$ cat src/rtl/mux2_arbiter.sv
// Two-requester arbiter driving a registered 2:1 mux.
// Round-robin tie break on simultaneous requests; release hands off directly.
// Optional macro MUX2_ARB_PREEMPT_EN adds a hold counter that forces a handoff
// after MAX_HOLD consecutive grant cycles while the other side is waiting.
module mux2_arbiter #(
  parameter int WIDTH    = 8,
  parameter int MAX_HOLD = 4
) (
  input  logic             clk,
  input  logic             rst,
  input  logic             req0,
  input  logic             req1,
  input  logic [WIDTH-1:0] a,
  input  logic [WIDTH-1:0] b,
  output logic             grant0,
  output logic             grant1,
  output logic             s,
  output logic [WIDTH-1:0] o,
  output logic             o_valid
);

  localparam logic [1:0] IDLE = 2'd0;
  localparam logic [1:0] GNT0 = 2'd1;
  localparam logic [1:0] GNT1 = 2'd2;

  // Out-of-range hold limits are rejected at elaboration.
  if (MAX_HOLD < 1 || MAX_HOLD > 255) begin : g_bad_max_hold
    $error("mux2_arbiter: MAX_HOLD must be in 1..255");
  end

  logic [1:0] state, state_nxt;
  logic       last;     // 1 = requester 1 was served most recently
  logic       entering; // moving into a grant state this cycle
  logic       preempt;  // owner has used up its hold window

`ifdef MUX2_ARB_PREEMPT_EN
  localparam logic [7:0] HOLD_MAX = 8'(MAX_HOLD - 1);
  logic [7:0] hold;

  assign preempt = (hold == HOLD_MAX);

  // Hold counter: cleared on grant entry, saturates at the window limit.
  always_ff @(posedge clk or posedge rst) begin
    if (rst)
      hold <= 8'd0;
    else if (entering)
      hold <= 8'd0;
    else if (state != IDLE && hold != HOLD_MAX)
      hold <= hold + 8'd1;
  end
`else
  // Without the counter, an owner keeps the mux until it drops its request.
  assign preempt = 1'b0;
`endif

  assign grant0   = (state == GNT0);
  assign grant1   = (state == GNT1);
  assign entering = (state_nxt != state) && (state_nxt != IDLE);

  // Next-state arbitration; preemption only matters when the other side waits.
  always_comb begin
    state_nxt = state;
    case (state)
      IDLE: begin
        if (req0 && (!req1 || last)) state_nxt = GNT0;
        else if (req1)               state_nxt = GNT1;
      end
      GNT0: begin
        if (!req0)              state_nxt = req1 ? GNT1 : IDLE;
        else if (preempt && req1) state_nxt = GNT1;
      end
      GNT1: begin
        if (!req1)              state_nxt = req0 ? GNT0 : IDLE;
        else if (preempt && req0) state_nxt = GNT0;
      end
      default: state_nxt = IDLE;
    endcase
  end

  // State, last-served flag and select update on grant entry; s holds in IDLE.
  always_ff @(posedge clk or posedge rst) begin
    if (rst) begin
      state <= IDLE;
      last  <= 1'b1;
      s     <= 1'b0;
    end else begin
      state <= state_nxt;
      if (entering) begin
        last <= (state_nxt == GNT1);
        s    <= (state_nxt == GNT1);
      end
    end
  end

  // Registered mux output; valid only while the owner still requests.
  always_ff @(posedge clk or posedge rst) begin
    if (rst) begin
      o       <= '0;
      o_valid <= 1'b0;
    end else begin
      o       <= s ? b : a;
      o_valid <= (grant0 & req0) | (grant1 & req1);
    end
  end

endmodule

$ cat config.mk
export PLATFORM = sky130hd
export DESIGN_NAME = mux2_arbiter
export DESIGN_NICKNAME = d
export VERILOG_FILES = /design/src/rtl/mux2_arbiter.sv
export SDC_FILE = /design/constraint.sdc
export NUM_CORES = 1
export LEC_CHECK = 0
export CAP_MARGIN = 25
export CORE_AREA = 3 3 43 45
export CTS_CLUSTER_SIZE = 40
export DETAILED_ROUTE_END_ITERATION = 8
export DIE_AREA = 0 0 46 48
export PLACE_DENSITY = 0.74
export SLEW_MARGIN = 10
export SYNTH_ARGS = -nofsm -noshare
export SYNTH_HDL_FRONTEND = slang
export SYNTH_SLANG_ARGS = --single-unit
$ cat constraint.sdc
create_clock -name clk -period 1.1 [get_ports clk]
set_input_delay 0.22 -clock clk [delete_from_list [all_inputs] [get_ports clk]]
set_output_delay 0.22 -clock clk [all_outputs]
set_load 0.02 [all_outputs]
; ---- Yosys cells after proc, flatten, opt, wreduce, memory -nomap -nowiden
; Cells that the tools add are included.
[classes]
n_eq_ne = 4
mux = 8
bitwise_logic = 3
reduce_logical = 6
[ops]
columns = op, n
row1 = 2-bit 2-to-1 mux, 5
row2 = 8-bit 2-to-1 mux, 1
row3 = 2-bit case mux with 3 select lines, 1
row4 = "2-bit equality test, second input constant", 2
row5 = 1-bit AND, 2
row6 = "2-bit by 1-bit equality test with 1-bit output, second input constant", 1
row7 = 1-bit logical AND, 2
row8 = 2-bit logical NOT, 1
row9 = 2-bit inequality test, 1
row10 = 2-bit nonzero test, 1
row11 = 1-bit logical NOT, 1
row12 = 1-bit logical OR, 1
row13 = 1-bit 2-to-1 mux, 1
row14 = 1-bit OR, 1
[totals]
ff_bits = 13
out_inout_bits = 12
wordCells = 26

; ---- Longest topological paths before layout
; Gate-level depths: netlist of run 1.
[logic_depth]
ltp_word = 7
mapped_depth = 3
ltp_nobuf = 3

; ---- Worst setup path after synthesis of run 1
; Ideal clock, no wire load.
[synth_path]
path_kind = reg2reg
from = register s
to = register o[1]
setup_ns = 0.125
arrival_time_ns = 0.951
required_time_ns = 0.975
path_slack_ns = 0.024
stages_incl_launch_ff = 3
n_path_buf = 1
synth_period_minus_slack_ns = 1.076
cell_sequence = dfrtp_1 -> buf_4 -> mux2_2
[synth_between]
elab_chain_len = 1
[synth_rtl]
columns = element, line
row1 = from (decl), 17  ; output logic s,
row2 = from (signal assigned), 90  ; s <= (state_nxt == GNT1);
row3 = 8-bit 2-to-1 mux, 101  ; o <= s ? b : a;
row4 = to (signal assigned), 101
row5 = to (decl), 18  ; output logic [WIDTH-1:0] o,
; No other way between the ends.
; A chain may end at the register's enable or synchronous reset.

; ---- Worst setup path after layout of run 1
[layout_path]
from = register state[1]
to = output grant0
[layout_between]
elab_chain_len = 1
[layout_rtl]
columns = element, line
row1 = from (decl), 31  ; logic [1:0] state, state_nxt;
row2 = from (signal assigned), 87  ; state <= state_nxt;
row3 = 2-bit by 1-bit equality test with 1-bit output, 56  ; assign grant0 = (state == GNT0);
row4 = to (decl), 15  ; output logic grant0,
; No other way between the ends.

==> flow_summary.ini, run 1 <==
[outcome]
status = finished, violations left
violations = setup timing

[floorplan]
ios = 32
start_util = 0.3530
die_w_um = 46
die_h_um = 48
rows = 14
dieArea_um2 = 2208
core_um2 = 1506

[grt]
grt_pass1_vias = 478
grt_max_degree = 14
grt_pass1_wl_um = 2125
overflow = 0
grt.total_usage = 0.1419
antenna_found_initial = 0

[clocking]
clkTransAtPathRegs_ns = 0.08
cts_root_buffer = clkbuf_4
cts_tree = built
worst_skew_pair.late_latency_ns = 0.28
cts.sinks = 13
numCtsBuffers = 3
cts-htree-levels = 1
cts_buffer_depth = 2
postCtsHoldBufs = 0

[cells_and_area]
layout-drive-gt1-share = 0.4286
area_growth_pct = 75.53
layout_commonest_cell = clkdlybuf4s50_1
multi_input_area_um2 = 222.7
seqCellArea_um2 = 326.6
utilization = 0.6196
fin_nets = 105
num-fill-cells = 131
layout_common_cells = clkdlybuf4s50_1 (19), dfrtp_1 (12), buf_2 (10)
diodes = 0
instances_no_fill = 100

[sta]
fmax_mhz = 820.1
skew_ns = 0.002511
layout_setup_ws_ns = -0.1193
setup_viol = 2
rsz0062_at_grt = yes
slew_viol_final = 0
fin_crit_sh = 1.108
worstMarginPinSlew_ns = 0.2323
min_period_ns = 1.219
slew_headroom = 0.8446
hold_violations = 0

[place]
hpwl_um = 1039
io_buffers = 31
dp_cells = 92
routabilityCongestion = 0.6845

[route]
drt_wl_total_um = 1452
dr_total_vias = 476
routed_via_density = 4.760
antenna_left = 0
drc_errors = 0
dr.pass1.iters = 4
routedWlPerCell_um = 14.52
drt_iter0_drc = 2

[power]
power_switching_mw = 0.5219
combPwrFrac = 0.408
internal_power_mw = 1.053
p_per_area_nw_per_um2 = 1687
p_clk_frac = 0.193
peakVddDrop_v = 0.0006909
seqPwrFrac = 0.399
p_sw_frac = 0.3314
p_leak_nw = 0.4255

[synthesis]
synth_cell_type_count = 17
syn_nets = 62
netlist_area_um2 = 531.8
synth_top_area_share = 0.5647
synth_top_area_cell = dfrtp_1
synth.area.top_cells = dfrtp_1 (56%), mux2_1 (11%), mux2_2 (6.4%)
syn_inst = 42
ys_ff_latch = 13
avgSynthCellArea_um2 = 12.66
yosysWarningCount = 0
synth-seq-area-share = 0.6141

[setup_path]
cp_cell_sequence = buf_6 -> nor2_4 -> buf_6
slowest_delay_ns = 0.39
path_common_cell = buf_6
crit_required_ns = 0.88
crit_slowest_cell = dfrtp_1
crit_type = flip-flop to output pin
critPathCaptureType = output pin
crit_path_start_kind = flip-flop
critPathMaxFanout = 2
worstPathArrival_ns = 1.00

[run]
maxCapViolations = 0

[hold_path]
hold_path.class = input port to async pin
==> power by group through the flow <==
stage	clock network [mW]	registers [mW]	logic, mW
finish	0.304	0.629	0.642
global route	0.335	0.638	0.699
CTS	0.315	0.626	0.620
detailed placement	0	0.635	0.628
global placement	0	0.629	0.619
floorplan	0	0.738	0.212
==> flip-flops by register name (all words and copies together) (netlist names) <==
name / count
last: 1
o: 8
o_valid: 1
s: 1
state: 2
==> what timing repair did <==
action	in CTS	in global routing
buffers inserted	2	2
pin swaps	2	1
resized for setup	58	3
gates cloned	0	0
setup endpoints to repair	12	6
==> path summary, 6_finish.rpt <==
kind	depth (start not counted)	to	slack (ns)	startpoint
min in group clk	2	o[6]	0.53	a[6]
hold reg to reg	2	last	0.56	last
max in group asynchronous	3	last	0.64	rst
setup reg to reg	5	s	0.01	state[1]
setup / recovery	3	grant0	-0.12	state[1]
hold / removal	3	s	0.22	rst
==> final cells by class <==
cell class | instances | share of cell area
well taps | 16 | 0.02145
inverters | 2 | 0.008043
multi-input cells | 26 | 0.2386
flip-flops and latches | 13 | 0.3499
repair buffers | 39 | 0.3539
clock buffers | 4 | 0.02815
==> per-layer routing <==
layer  up-vias  track usage  part of all wire
met2        20       0.2500              0.53
met5         -            0                 0
li1        226            -                 -
met4         0      0.08523             0.019
met1       227       0.1465              0.36
met3         3      0.04511             0.090
==> kinds of logic (layout without fill, tap and decap cells) <==
kind of cell	count (synthesis)	count (layout)	share of synthesized area
AOI/OAI and AO/OA	6	6	0.06589
buffers and inverters	3	45	0.02823
DFF	13	13	0.6141
muxes	8	8	0.1694
and+or+nand+nor	12	12	0.1223
==> cells in the mapped netlist <==
cell and number:
inv_2 1, o22ai_1 1, and2_1 1, nor2b_1 2, dfstp_2 1, a21oi_1 4
nor2b_2 1, mux2_2 3, a22o_1 1, mux2_1 5, nand2b_1 2, nand2_1 1
buf_4 1, nor2_2 1, nor2_1 4, dfrtp_1 12, inv_1 1
==> per-stage QoR <==
step / worst slack [ns] / power, mW / area [µm²] / hold slack (ns) / TNS [ns]
CTS: -0.1318 / 1.562 / 909.6 / 0.2231 / -0.2556
finish: -0.1193 / 1.575 / 933.4 / 0.2245 / -0.2364
detailed placement: -0.2960 / 1.264 / 884.6 / 0.5278 / -1.095
floorplan: 0.02426 / 0.9499 / 531.8 / 0.09624 / 0
global placement: -0.2493 / 1.248 / 884.6 / 0.5237 / -0.9249
global route: -0.1695 / 1.672 / 933.4 / 0.2362 / -0.4591
==> worst max-delay path: cells and delay by family (launching register included) <==
kind	cells	cell delay [ns]
AND/OR/NAND/NOR	1	0.08
flip-flops	1	0.39
buffers and inverters	2	0.24
Note: power is estimated with default switching activity, not from simulation.
==> run 2: changes to the inputs <==
--- a/config.mk
+++ b/config.mk
@@ -7,7 +7,7 @@
 export LEC_CHECK = 0
 export CAP_MARGIN = 25
 export CORE_AREA = 3 3 43 45
-export CTS_CLUSTER_SIZE = 40
+export CTS_CLUSTER_SIZE = 14
 export DETAILED_ROUTE_END_ITERATION = 8
 export DIE_AREA = 0 0 46 48
 export PLACE_DENSITY = 0.74
==> results of run 2 <==
Final layout, timing and power as in run 1 (identical DEF).
